==> src/rtl/pattern_ctrl_if.sv <==
// Signal bundle between the pattern scheduler and its surroundings.
// The master side drives blanking and buttons; the slave side (the scheduler) returns pattern state.
interface pattern_ctrl_if;
  logic        VBlank;
  logic        btn_next;
  logic        btn_prev;
  logic        btn_auto;
  logic [3:0]  pattern;
  logic        pattern_strobe;
  logic        auto_mode;
  logic        osd_active;
  logic [15:0] frame_cnt;

  modport master (
    output VBlank, btn_next, btn_prev, btn_auto,
    input  pattern, pattern_strobe, auto_mode, osd_active, frame_cnt
  );

  modport slave (
    input  VBlank, btn_next, btn_prev, btn_auto,
    output pattern, pattern_strobe, auto_mode, osd_active, frame_cnt
  );
endinterface

==> src/rtl/pattern_ctrl.sv <==
// Frame-synchronous test-pattern scheduler: button requests and slideshow advances are
// committed only at the start of vertical blank, plus OSD banner timer and frame counter.
module pattern_ctrl #(
  parameter int NUM_PAT     = 12,
  parameter int AUTO_FRAMES = 300,
  parameter int OSD_FRAMES  = 120
) (
  input  logic          clk,
  input  logic          reset,
  pattern_ctrl_if.slave bus
);

  localparam logic [0:0]  MANUAL    = 1'b0;
  localparam logic [0:0]  AUTO      = 1'b1;
  localparam logic [3:0]  PAT_LAST  = 4'(NUM_PAT - 1);
  localparam logic [15:0] AUTO_LAST = 16'(AUTO_FRAMES - 1);
  localparam logic [7:0]  OSD_LOAD  = 8'(OSD_FRAMES);

  logic        vb_q, next_q, prev_q, auto_q;
  logic        req_next_reg, req_prev_reg, req_auto_reg;
  logic        req_next_next, req_prev_next, req_auto_next;
  logic [0:0]  state_reg, state_next;
  logic [15:0] auto_cnt_reg, auto_cnt_next;
  logic [7:0]  osd_cnt_reg, osd_cnt_next;
  logic [3:0]  pattern_reg, pattern_next;
  logic        strobe_reg, strobe_next;
  logic [15:0] frame_cnt_reg, frame_cnt_next;

  logic fb, press_next, press_prev, press_auto;
  logic step_up, step_dn, auto_fire, changed;
  logic [3:0] pat_inc, pat_dec;

  assign fb         = bus.VBlank & ~vb_q;
  assign press_next = bus.btn_next & ~next_q;
  assign press_prev = bus.btn_prev & ~prev_q;
  assign press_auto = bus.btn_auto & ~auto_q;

  assign step_up   = req_next_reg & ~req_prev_reg;
  assign step_dn   = req_prev_reg & ~req_next_reg;
  // Slideshow advance yields to manual steps and to a pending mode toggle.
  assign auto_fire = (state_reg == AUTO) & ~req_auto_reg & ~step_up & ~step_dn
                     & (auto_cnt_reg == AUTO_LAST);
  assign changed   = step_up | step_dn | auto_fire;

  assign pat_inc = (pattern_reg == PAT_LAST) ? 4'd0 : pattern_reg + 4'd1;
  assign pat_dec = (pattern_reg == 4'd0) ? PAT_LAST : pattern_reg - 4'd1;

  always_comb begin
    req_next_next  = req_next_reg | press_next;
    req_prev_next  = req_prev_reg | press_prev;
    req_auto_next  = req_auto_reg | press_auto;
    state_next     = state_reg;
    auto_cnt_next  = auto_cnt_reg;
    osd_cnt_next   = osd_cnt_reg;
    pattern_next   = pattern_reg;
    strobe_next    = 1'b0;
    frame_cnt_next = frame_cnt_reg;

    if (fb) begin
      // A press landing on the FB cycle itself survives into the next frame.
      req_next_next  = press_next;
      req_prev_next  = press_prev;
      req_auto_next  = press_auto;
      frame_cnt_next = frame_cnt_reg + 16'd1;

      if (step_up || auto_fire)
        pattern_next = pat_inc;
      else if (step_dn)
        pattern_next = pat_dec;
      strobe_next = changed;

      if (req_auto_reg) begin
        state_next    = (state_reg == MANUAL) ? AUTO : MANUAL;
        auto_cnt_next = 16'd0;
      end else if (state_reg == AUTO) begin
        auto_cnt_next = changed ? 16'd0 : auto_cnt_reg + 16'd1;
      end

      if (changed || req_auto_reg)
        osd_cnt_next = OSD_LOAD;
      else if (osd_cnt_reg != 8'd0)
        osd_cnt_next = osd_cnt_reg - 8'd1;
    end
  end

  always_ff @(posedge clk) begin
    if (reset) begin
      // Treat blanking and buttons as already high so nothing held through reset fires.
      vb_q          <= 1'b1;
      next_q        <= 1'b1;
      prev_q        <= 1'b1;
      auto_q        <= 1'b1;
      req_next_reg  <= 1'b0;
      req_prev_reg  <= 1'b0;
      req_auto_reg  <= 1'b0;
      state_reg     <= MANUAL;
      auto_cnt_reg  <= 16'd0;
      osd_cnt_reg   <= 8'd0;
      pattern_reg   <= 4'd0;
      strobe_reg    <= 1'b0;
      frame_cnt_reg <= 16'd0;
    end else begin
      vb_q          <= bus.VBlank;
      next_q        <= bus.btn_next;
      prev_q        <= bus.btn_prev;
      auto_q        <= bus.btn_auto;
      req_next_reg  <= req_next_next;
      req_prev_reg  <= req_prev_next;
      req_auto_reg  <= req_auto_next;
      state_reg     <= state_next;
      auto_cnt_reg  <= auto_cnt_next;
      osd_cnt_reg   <= osd_cnt_next;
      pattern_reg   <= pattern_next;
      strobe_reg    <= strobe_next;
      frame_cnt_reg <= frame_cnt_next;
    end
  end

  assign bus.pattern        = pattern_reg;
  assign bus.pattern_strobe = strobe_reg;
  assign bus.auto_mode      = (state_reg == AUTO);
  assign bus.osd_active     = (osd_cnt_reg != 8'd0);
  assign bus.frame_cnt      = frame_cnt_reg;

endmodule

==> src/flat_wrapper.sv <==
// flat-port wrapper written by rule: the top's interface ports become plain ports
module pattern_ctrl_flat 
#(
  parameter int NUM_PAT     = 12,
  parameter int AUTO_FRAMES = 300,
  parameter int OSD_FRAMES  = 120
)
  (clk, reset, bus_VBlank, bus_btn_next, bus_btn_prev, bus_btn_auto, bus_pattern, bus_pattern_strobe, bus_auto_mode, bus_osd_active, bus_frame_cnt);
  pattern_ctrl_if bus_i ();
  input  logic clk;
  input  logic reset;
  input wire logic [$bits(bus_i.VBlank)-1:0] bus_VBlank;
  input wire logic [$bits(bus_i.btn_next)-1:0] bus_btn_next;
  input wire logic [$bits(bus_i.btn_prev)-1:0] bus_btn_prev;
  input wire logic [$bits(bus_i.btn_auto)-1:0] bus_btn_auto;
  output wire logic [$bits(bus_i.pattern)-1:0] bus_pattern;
  output wire logic [$bits(bus_i.pattern_strobe)-1:0] bus_pattern_strobe;
  output wire logic [$bits(bus_i.auto_mode)-1:0] bus_auto_mode;
  output wire logic [$bits(bus_i.osd_active)-1:0] bus_osd_active;
  output wire logic [$bits(bus_i.frame_cnt)-1:0] bus_frame_cnt;
  assign bus_i.VBlank = bus_VBlank;
  assign bus_i.btn_next = bus_btn_next;
  assign bus_i.btn_prev = bus_btn_prev;
  assign bus_i.btn_auto = bus_btn_auto;
  assign bus_pattern = bus_i.pattern;
  assign bus_pattern_strobe = bus_i.pattern_strobe;
  assign bus_auto_mode = bus_i.auto_mode;
  assign bus_osd_active = bus_i.osd_active;
  assign bus_frame_cnt = bus_i.frame_cnt;
  pattern_ctrl #(.NUM_PAT(NUM_PAT), .AUTO_FRAMES(AUTO_FRAMES), .OSD_FRAMES(OSD_FRAMES)) u_core (.clk(clk), .reset(reset), .bus(bus_i));
endmodule
==> config.mk <==
export PLATFORM = sky130hd
export DESIGN_NAME = pattern_ctrl_flat
export DESIGN_NICKNAME = d
export VERILOG_FILES = /design/src/rtl/pattern_ctrl_if.sv /design/src/rtl/pattern_ctrl.sv /design/src/flat_wrapper.sv
export SDC_FILE = /design/constraint.sdc
export NUM_CORES = 1
export LEC_CHECK = 0
export ABC_AREA = 1
export CAP_MARGIN = 20
export CORE_ASPECT_RATIO = 0.9
export CORE_UTILIZATION = 26
export CTS_BUF_LIST = sky130_fd_sc_hd__clkbuf_16
export DETAILED_ROUTE_END_ITERATION = 8
export GPL_ROUTABILITY_DRIVEN = 0
export HOLD_SLACK_MARGIN = 0.08
export PLACE_DENSITY = 0.43
export SLEW_MARGIN = 20
export SYNTH_ARGS = -nofsm -noshare
export SYNTH_HDL_FRONTEND = slang
export SYNTH_SLANG_ARGS = --single-unit
==> constraint.sdc <==
create_clock -name clk -period 1.56 [get_ports clk]
set_input_delay 0.39 -clock clk [delete_from_list [all_inputs] [get_ports clk]]
set_output_delay 0.39 -clock clk [all_outputs]
set_load 0.05 [all_outputs]
* After elaboration in Yosys (flattened, before gate mapping)
Index checks and enable logic that the tools add are counted.
** Storage, ports and cells
- Register bits :: 53
- Latch bits :: 0
- Bits in writable memories :: 0
- Memory bits (read-only) :: 0
- Output and inout port bits :: 23
- Word-level logic and storage cells :: 70
- Memories :: 0
** Cells by class
- $add $sub $neg :: 5
- Multipliers :: 0
- Divide/modulo/power cells :: 0
- Order comparisons :: 0
- Equal/unequal tests :: 2
- Shift operators :: 0
- Mux-type cells :: 13
- Bitwise gates (word level) :: 25
- Reductions and logical operators :: 12
** Operators with widths (number)
- $mux 16 :: 3
- $add 16x1->16 const B :: 2
- $eq 16x9->1 const B :: 1
- $mux 4 :: 4
- $mux 8 :: 2
- $and 1x1->1 :: 10
- $not 1->1 :: 10
- $reduce_and 2->1 :: 4
- $reduce_bool 8->1 :: 1
- $sub 8x1->8 const B :: 1
- $reduce_bool 2->1 :: 3
- $or 1x1->1 :: 5
- $add 4x1->4 const B :: 1
- $eq 4x4->1 const B :: 1
- $logic_not 4->1 :: 1
- $mux 1 :: 4
- $sub 4x1->4 const B :: 1
- $logic_or 1x1->1 :: 2
- $reduce_or 2->1 :: 1

* Longest topological paths before layout
Gate-level depths: netlist of run 1.
- Word-level depth :: 10
- Gate-level depth with buffers :: 12

* Least setup slack after synthesis of run 1
Ideal clock, no wire load.
- Kind :: register to register
- Start point :: register u_core.frame_cnt_reg[0], in the netlist u_core.bus.frame_cnt[0]
- End point :: register u_core.frame_cnt_reg[14], in the netlist u_core.bus.frame_cnt[14]
- Library setup time :: 114 ps
- Arrival :: 1753 ps
- Data required time :: 1446 ps
- Setup slack :: -307 ps
- Stages on the path, launching flop included :: 10
- Buffers on the path :: 0
- Cell sequence :: dfxtp_1 > ha_1 > nand2_1 > nor2_1 > and3_1 > nand3b_1 > nor2_1 > nand2_1 > nand2_1 > nor2_1
** On the way
- Word-level cells in the longest chain between the ends :: 1
** Ends and longest elaborated chain
- start: declaration :: line pattern_ctrl.sv:27 : logic [15:0] frame_cnt_reg, frame_cnt_next;
- start signal: assignment :: line pattern_ctrl.sv:115 : frame_cnt_reg <= frame_cnt_next;
- $add 16x1->16 :: line pattern_ctrl.sv:64 : frame_cnt_next = frame_cnt_reg + 16'd1;
Every way passes these cells.
A chain may end at the register's enable or synchronous reset.

* Worst setup path after layout of run 1
- Start point :: register u_core.osd_cnt_reg[1]
- End point :: output port bus_osd_active
** On the way
- Word-level cells in the longest chain between the ends :: 1
** Ends and longest elaborated chain
- start: declaration :: line pattern_ctrl.sv:24 : logic [7:0] osd_cnt_reg, osd_cnt_next;
- start signal: assignment :: line pattern_ctrl.sv:112 : osd_cnt_reg <= osd_cnt_next;
- $reduce_bool 8->1 :: line pattern_ctrl.sv:122 : assign bus.osd_active = (osd_cnt_reg != 8'd0);
- end: declaration :: line flat_wrapper.sv:19 : output wire logic [$bits(bus_i.osd_active)-1:0] bus_osd_active;
Every way passes these cells.

==> results.py, run 1 <==
metrics = {
    "die": {
        "die-height_um": 101,
        "rows": 35,
        "initial_core_util_pct": 27.1,
        "core_area_um2": 10400,
        "die_area_um2": 11300,
        "die_w_um": 112,
        "ioPinCount": 29,
    },
    "sta": {
        "worst_pin_slew_ns": 0.395,
        "finalSetupViolCount": 1,
        "setup_ws_ns": -0.0221,
        "grt_setup_unrepaired": "yes",
        "slew_viol_final": 0,
        "fmax_ghz": 0.632,
        "hold_viol": 0,
        "min_period_over_period_pct": 101,
        "relSlewSlack_pct": 73.7,
        "finClkSkew_ns": 0.00373,
        "period_needed_ns": 1.58,
    },
    "clocking": {
        "htreeDepth": 2,
        "cts_num_sinks": 53,
        "cts_root_buffer": "clkbuf_16",
        "cts_tree": "done",
        "cts_buffers": 5,
        "path_clk_slew_ns": 0.07,
        "insertion_delay_ns": 0.29,
        "cts_max_path_buffers": 2,
    },
    "run_status": {
        "outcome": "finished, violations left",
        "violations": "negative setup slack",
    },
    "worst_setup_path": {
        "arrival_ns": 1.19,
        "crit_type": "flop to output port",
        "crit_required_ns": 1.17,
        "end_kind": "output port",
        "critPathMaxFanout": 2,
        "reg2reg_from": "u_core.req_next_reg$_SDFF_PP0_",
        "rrSetupSlack_ns": 0.01,
        "reg2reg_depth": 11,
        "startpoint_type": "flop",
        "r2r-end": "u_core.osd_cnt_reg[1]$_SDFFE_PP0P_",
    },
    "worst_hold_path": {
        "min_from": "u_core.auto_cnt_reg[14]$_SDFFE_PP0P_",
        "hp-class": "flop to flop",
        "hold_path_depth": 2,
        "min_delay_worst_endpoint": "u_core.auto_cnt_reg[14]$_SDFFE_PP0P_",
    },
    "run": {
        "maxCapViolCount": 0,
    },
    "routing": {
        "num_vias": 2686,
        "dr.pass1.iters": 4,
        "ant_nets": 0,
        "avgViaCountPerCell": 4.36,
        "avgRoutedWirePerCell_um": 11.5,
        "drt_iter0_drc": 105,
        "wirelength_mm": 7.11,
        "drcViolationCount": 0,
    },
    "placement": {
        "dp.cells": 600,
        "numPortBuffers": 28,
        "dpl.hpwl_mm": 5.03,
    },
    "grt": {
        "grt_usage_pct": 13.2,
        "met3_usage_pct": 2.35,
        "grt_pass1_wl_mm": 12.0,
        "grt_pass1_vias": 2601,
        "overflow": 0,
        "grt_max_degree": 17,
        "grt_use_met2_pct": 21.9,
        "use_met1_pct": 17.6,
        "grt-busiest-layer": "met2",
        "antenna_found_initial": 0,
    },
    "layout": {
        "multi_input_area_um2": 1810,
        "layout_common_cells": "nand2_1 (81), nor2_1 (57), buf_4 (47)",
        "num_antenna_cells": 0,
        "drive_gt1_share_pct": 36.1,
        "area_growth_pct": 54.4,
        "fin_cells": 616,
        "ff_latch_area_um2": 1090,
        "postLayoutCoreUtil_pct": 41.9,
        "nets": 501,
        "final_common_cell": "nand2_1",
        "fillers": 1077,
    },
    "yosys": {
        "synth-main-ff-cell": "dfxtp_1",
        "synth-seq-area-share_pct": 37.5,
        "ys_types": 37,
        "synth_area_um2": 2830,
        "async_flop_share_pct": 0,
        "avgSynthCellArea_um2": 6.96,
        "ys_ff_latch": 53,
        "synthCells": 406,
        "synth_edf_count": 0,
        "syn_nets": 421,
        "ys_warn_count": 0,
    },
    "pwr": {
        "power.leakage_uw": 0.00181,
        "cellPowerDensity_nw_per_um2": 747,
        "ir_drop_mv": 0.427,
    },
}
==> kinds of logic (layout without fill, tap and decap cells) <==
logic type                 count (synthesis)  count (layout)  share of synthesized area, %
DFF                                       53              53                          37.5
and+or+nand+nor                          219             220                          35.9
AOI/OAI and AO/OA                         49              49                          9.70
adders and majority gates                  9               9                          3.98
buffers and inverters                     63             143                          8.90
xor gates and xnor gates                  13              13                          4.03
==> through the flow <==
stage	instance area (um2)	TNS, ns	worst slack (ns)	power [uW]	hold WS (ns)
floorplan	2840	-0.0701	-0.0701	1750	0.435
global placement	3810	-11.66	-0.417	1920	0.465
detailed placement	3810	-12.42	-0.473	1920	0.472
CTS	4130	-0.0452	-0.0385	3230	0.482
global route	4360	-1.42	-0.0932	3420	0.511
finish	4360	-0.0221	-0.0221	3260	0.476
==> worst max-delay path, stage by stage (launching register included) <==
cell and delay, ns:
dfxtp_2 0.33, inv_2 0.08, ha_4 0.13, nand3_2 0.06, nor2_2 0.10, inv_1 0.06, buf_6 0.15
==> layout make-up <==
cell class	count	share of cell area, %
multi-input combinational	291	41.4
tap	129	3.70
sequential	53	25.1
inverter	55	5.02
timing repair buffer	80	21.0
clock inverter	3	0.889
clock buffer	5	2.87
==> cell usage after synthesis, types with 2 or more instances <==
cell type | n | share of area, %
a21oi_1 | 24 | 4.2
or2_2 | 3 | 0.66
nor2_2 | 4 | 0.89
clkbuf_1 | 5 | 0.66
o21ai_0 | 18 | 3.2
nand2_2 | 7 | 1.5
xnor2_1 | 5 | 1.5
buf_6 | 2 | 0.80
nand3_1 | 16 | 2.8
nor3b_1 | 2 | 0.53
nor3_2 | 2 | 0.71
dfxtp_1 | 53 | 38
ha_1 | 9 | 4.0
nor3_1 | 10 | 1.8
nand4_1 | 6 | 1.3
inv_1 | 49 | 6.5
nand3_2 | 2 | 0.71
nand2_1 | 90 | 12
inv_2 | 5 | 0.66
o21ai_2 | 2 | 0.62
nor2_1 | 68 | 9.0
nor2_4 | 2 | 0.80
xor2_1 | 8 | 2.5
==> power breakdown <==
| part | switching (uW) | total (uW) | internal [uW] |
|---|---|---|---|
| sequential | 27.8 | 1410 | 1380 |
| clock | 509 | 1260 | 750 |
| combinational | 330 | 596 | 266 |
==> timing repair <==
item | in CTS | in global routing
hold buffers | 0 | 0
pin swaps | 16 | 23
setup endpoints to repair | 37 | 35
hold endpoints to repair | 0 | 0
resized for setup | 40 | 52
gates cloned | 1 | 0
buffers inserted | 3 | 4
==> layer usage <==
layer | share of wire (%) | vias to the layer above
met2 | 46 | 34
met1 | 51 | 1209
met3 | 2.8 | 7
li1 | - | 1436
met4 | 0.98 | 0
met5 | 0 | -
==> worst max-delay path by stage <==
stage | start | to | slack (ns)
2_1_floorplan | u_core.bus.frame_cnt[5]$_SDFFE_PP0P_ | u_core.bus.frame_cnt[14]$_SDFFE_PP0P_ | -0.07
3_3_place_gp | bus_VBlank | u_core.bus.frame_cnt[13]$_SDFFE_PP0P_ | -0.42
3_5_place_dp | bus_VBlank | u_core.bus.frame_cnt[13]$_SDFFE_PP0P_ | -0.47
4_1_cts | u_core.osd_cnt_reg[1]$_SDFFE_PP0P_ | bus_osd_active | -0.04
5_1_grt | u_core.req_next_reg$_SDFF_PP0_ | u_core.osd_cnt_reg[6]$_SDFFE_PP0P_ | -0.09
6_report | u_core.osd_cnt_reg[1]$_SDFFE_PP0P_ | bus_osd_active | -0.02
Note: power is estimated with default switching activity, not from simulation.
==> run 2: changes to the inputs <==
Settings changed: PLACE_DENSITY 0.43 to 0.42.
Clock period 1.56 ns to 1.9 ns, I/O delays scaled along.
==> results.py, run 2 (synthesized netlist as in run 1, its figures left out) <==
metrics = {
    "die": {
        "die_w_um": 112,
        "core_area_um2": 10400,
        "initial_core_util_pct": 27.1,
        "die_area_um2": 11300,
        "rows": 35,
        "die-height_um": 101,
        "ioPinCount": 29,
    },
    "grt": {
        "grt_pass1_wl_mm": 11.0,
        "antenna_found_initial": 0,
        "grt_usage_pct": 12.1,
        "grt_pass1_vias": 2415,
        "overflow": 0,
        "grt_max_degree": 16,
    },
    "worst_setup_path": {
        "crit_required_ns": 1.42,
        "end_kind": "output port",
        "crit_type": "flop to output port",
        "startpoint_type": "flop",
        "critPathMaxFanout": 4,
        "slowest_delay_ns": 0.37,
        "arrival_ns": 1.33,
        "path_cells": "inv_2 > ha_1 > nand3_1 > nor2_4 > inv_1 > buf_4",
        "crit_path_top_delay_cell": "dfxtp_1",
    },
    "clocking": {
        "cts_buffers": 5,
        "cts_max_path_buffers": 2,
        "cts_num_sinks": 53,
        "cts_tree": "done",
        "path_clk_slew_ns": 0.07,
        "insertion_delay_ns": 0.29,
        "htreeDepth": 2,
        "cts_root_buffer": "clkbuf_16",
    },
    "sta": {
        "period_needed_ns": 1.80,
        "fmax_ghz": 0.555,
        "grt_setup_unrepaired": "yes",
        "worst_pin_slew_ns": 0.383,
        "setup_ws_ns": 0.0969,
        "min_period_over_period_pct": 94.9,
        "slew_viol_final": 0,
        "hold_viol": 0,
        "tns_ns": 0,
        "finClkSkew_ns": 0.00654,
        "finalSetupViolCount": 0,
        "relSlewSlack_pct": 74.5,
        "finalHoldWorstSlack_ns": 0.474,
    },
    "layout": {
        "final_common_cell": "nand2_1",
        "drive_gt1_share_pct": 19.5,
        "nets": 470,
        "ff_latch_area_um2": 1060,
        "num_antenna_cells": 0,
        "fillers": 1114,
        "multi_input_area_um2": 1550,
        "area_growth_pct": 25.2,
        "layout_common_cells": "nand2_1 (90), nor2_1 (65), dfxtp_1 (53)",
    },
    "routing": {
        "avgViaCountPerCell": 4.32,
        "ant_nets": 0,
        "num_vias": 2529,
        "wirelength_mm": 6.34,
        "drcViolationCount": 2,
        "dr.pass1.iters": 6,
        "avgRoutedWirePerCell_um": 10.8,
        "drt_iter0_drc": 132,
    },
    "pwr": {
        "cellPowerDensity_nw_per_um2": 719,
        "ir_drop_mv": 0.288,
        "power.leakage_uw": 0.00152,
    },
    "run_status": {
        "violations": "design-rule violations",
        "outcome": "finished, violations left",
    },
    "placement": {
        "dpl.hpwl_mm": 4.71,
        "numPortBuffers": 28,
        "pre_cts_slack_ns": -0.191,
    },
    "run": {
        "maxCapViolCount": 0,
    },
    "worst_hold_path": {
        "hp-class": "flop to flop",
    },
}
==> run 2: final cells by class <==
cell class,instances,area share (%)
timing repair buffer,49,11.1
clock inverter,3,1.06
inverter,55,5.83
tap,129,4.56
multi-input combinational,291,43.9
clock buffer,5,3.54
sequential,53,30.0
==> run 2: through the flow <==
stage               area [um2]  utilization [%]  instances  total power [uW]
finish                    3540             33.9        585              2540
global route              3540             33.9        585              2680
CTS                       3500             33.6        583              2580
detailed placement        3330             31.9        575              1530
global placement          3330             31.9        575              1530
floorplan                 2830                -        406              1430
==> run 2: power breakdown <==
part / switching (uW) / internal [uW] / total (uW)
Clock: 411 / 614 / 1020
Combinational: 225 / 141 / 366
Sequential: 19.4 / 1130 / 1150
==> run 2: what timing repair did <==
action,in CTS,in global routing
gates resized for setup,2,8
hold buffers,0,0
gates cloned,0,1
buffers inserted,0,1
endpoints found under the setup margin,1,24
pin swaps,1,3
==> run 2: routing by layer <==
metal / up-vias / wire length (um) / GRT usage [%]
met2: 39 / 2820 / 20.1
met4: 0 / 73 / 4.05
met5: - / 0 / 0
met3: 5 / 204 / 2.29
met1: 1107 / 3250 / 15.7
li1: 1378 / - / -
==> run 2: worst paths after layout <==
path / start / end / slack [ns] / cells after the start
worst min-delay path: u_core.auto_cnt_reg[14]$_SDFFE_PP0P_ / u_core.auto_cnt_reg[14]$_SDFFE_PP0P_ / 0.47 / 2
worst min register to register: u_core.auto_cnt_reg[14]$_SDFFE_PP0P_ / u_core.auto_cnt_reg[14]$_SDFFE_PP0P_ / 0.47 / 2
worst max register to register: u_core.req_next_reg$_SDFF_PP0_ / u_core.auto_cnt_reg[14]$_SDFFE_PP0P_ / 0.11 / 11
worst max-delay path: u_core.osd_cnt_reg[0]$_SDFFE_PP0P_ / bus_osd_active / 0.1 / 6
==> run 2: critical path: cells and delay by family (launching register included) <==
| kind | cells | cell delay, ns |
|---|---|---|
| adder cells (fa/ha/maj) | 1 | 0.19 |
| buffers and inverters | 3 | 0.30 |
| flip-flops | 1 | 0.37 |
| AND/OR/NAND/NOR | 2 | 0.17 |
==> run 3: changes to the inputs <==
--- a/constraint.sdc
+++ b/constraint.sdc
@@ -3,2 +3,2 @@
 set_output_delay 0.475 -clock clk [all_outputs]
-set_load 0.05 [all_outputs]
+set_load 0.1 [all_outputs]
==> results.py, run 3 (synthesized netlist as in run 1, its figures left out) <==
metrics = {
    "run_status": {
        "outcome": "complete, no violations",
    },
    "layout": {
        "final_common_cell": "nand2_1",
        "fin_area_um2": 3820,
        "fin_cells": 586,
        "nets": 471,
        "num_antenna_cells": 0,
        "multi_input_area_um2": 1540,
        "fillers": 1102,
        "drive_gt1_share_pct": 21.7,
        "ff_latch_area_um2": 1070,
        "area_growth_pct": 35.1,
        "layout_common_cells": "nand2_1 (90), nor2_1 (64), inv_1 (49)",
    },
    "grt": {
        "grt_usage_pct": 12.0,
        "overflow": 0,
        "met3_usage_pct": 2.77,
        "grt_pass1_wl_mm": 10.8,
        "grt-busiest-layer": "met2",
        "antenna_found_initial": 0,
        "grt_pass1_vias": 2302,
        "use_met1_pct": 15.6,
        "grt_use_met2_pct": 19.5,
        "grt_max_degree": 17,
    },
    "sta": {
        "finalSetupViolCount": 0,
        "finalHoldWorstSlack_ns": 0.473,
        "worst_pin_slew_ns": 0.356,
        "slew_viol_final": 0,
        "finClkSkew_ns": 0.00867,
        "min_period_over_period_pct": 95.3,
        "period_needed_ns": 1.81,
        "fmax_ghz": 0.552,
        "grt_setup_unrepaired": "no",
        "relSlewSlack_pct": 76.3,
        "hold_viol": 0,
    },
    "clocking": {
        "cts_root_buffer": "clkbuf_16",
        "cts_tree": "done",
        "htreeDepth": 2,
        "ctsHoldBuffers": 0,
        "cts_buffers": 5,
        "cts_max_path_buffers": 2,
        "cts_num_sinks": 53,
        "path_clk_slew_ns": 0.07,
        "insertion_delay_ns": 0.29,
    },
    "worst_setup_path": {
        "end_kind": "output port",
        "critPathMaxFanout": 4,
        "crit_path_top_delay_cell": "dfxtp_1",
        "crit_type": "flop to output port",
        "startpoint_type": "flop",
        "slowest_delay_ns": 0.38,
        "path_cells": "inv_2 > ha_1 > nand3_1 > nor2_2 > inv_1 > buf_12",
        "crit_required_ns": 1.42,
        "crit_family": "flip-flops",
        "arrival_ns": 1.34,
        "cp_num_buf_inv": 3,
    },
    "pwr": {
        "ir_drop_mv": 0.316,
        "cellPowerDensity_nw_per_um2": 657,
        "power.leakage_uw": 0.00159,
    },
    "routing": {
        "drt_iter0_drc": 110,
        "ant_nets": 0,
        "avgRoutedWirePerCell_um": 10.7,
        "num_vias": 2512,
        "wirelength_mm": 6.25,
        "avgViaCountPerCell": 4.29,
        "dr.pass1.iters": 5,
        "drcViolationCount": 0,
    },
    "die": {
        "die_area_um2": 11300,
        "ioPinCount": 29,
        "initial_core_util_pct": 27.1,
        "die-height_um": 101,
        "rows": 35,
        "core_area_um2": 10400,
        "die_w_um": 112,
    },
    "placement": {
        "numPortBuffers": 28,
        "dpl.hpwl_mm": 4.71,
        "dp.cells": 577,
        "dpl_cell_area_um2": 3640,
    },
    "run": {
        "maxCapViolCount": 0,
    },
    "worst_hold_path": {
        "hp-class": "flop to flop",
    },
}
-- run 3: area by class of cell --
type                       count  area share [%]
multi-input combinational    290            40.3
sequential                    53            28.1
timing repair buffer          51            18.2
inverter                      55            5.41
tap                          129            4.23
clock buffer                   5            3.28
clock inverter                 3           0.459
-- run 3: metrics by stage --
stage,util (%),total power (uW),TNS [ns],worst slack (ns)
CTS,36.3,2550,0,0.00291
detailed placement,34.9,1610,-2.62,-0.186
floorplan,-,1480,-0.0143,-0.0143
finish,36.6,2510,0,0.0884
global route,36.6,2650,0,0.00290
global placement,34.9,1620,-1.69,-0.123
-- run 3: path summary, 6_finish.rpt --
kind / startpoint / slack, ns / to / cells past startpoint
worst max-delay path: u_core.osd_cnt_reg[0]$_SDFFE_PP0P_ / 0.09 / bus_osd_active / 6
worst min-delay path: u_core.auto_cnt_reg[14]$_SDFFE_PP0P_ / 0.47 / u_core.auto_cnt_reg[14]$_SDFFE_PP0P_ / 2
worst max register to register: u_core.req_prev_reg$_SDFF_PP0_ / 0.19 / u_core.auto_cnt_reg[14]$_SDFFE_PP0P_ / 11
worst min register to register: u_core.auto_cnt_reg[14]$_SDFFE_PP0P_ / 0.47 / u_core.auto_cnt_reg[14]$_SDFFE_PP0P_ / 2
-- run 3: tightest hold or removal path, delay by kind of cell, from the launching register on --
kind / cells / cell delay [ns]
AO/OA/AOI/OAI: 1 / 0.05
buffers and inverters: 1 / 0.05
flip-flops: 1 / 0.33
-- run 3: what timing repair did --
action                                  CTS  global route
endpoints found under the setup margin    1            26
cloned                                    0             0
setup buffers                             0             1
resized for setup                         1             7
pin swaps                                 0             1
-- run 3: metal layers --
metal	vias to the layer above	routed length [um]
met5	-	0
met4	0	80
met3	5	227
met2	36	2760
met1	1091	3180
li1	1380	-
-- run 3: where the power goes --
| part | internal (uW) | switching, uW |
|---|---|---|
| logic | 174 | 269 |
| registers | 1140 | 21.6 |
| clock network | 487 | 423 |
| total | 1800 | 714 |
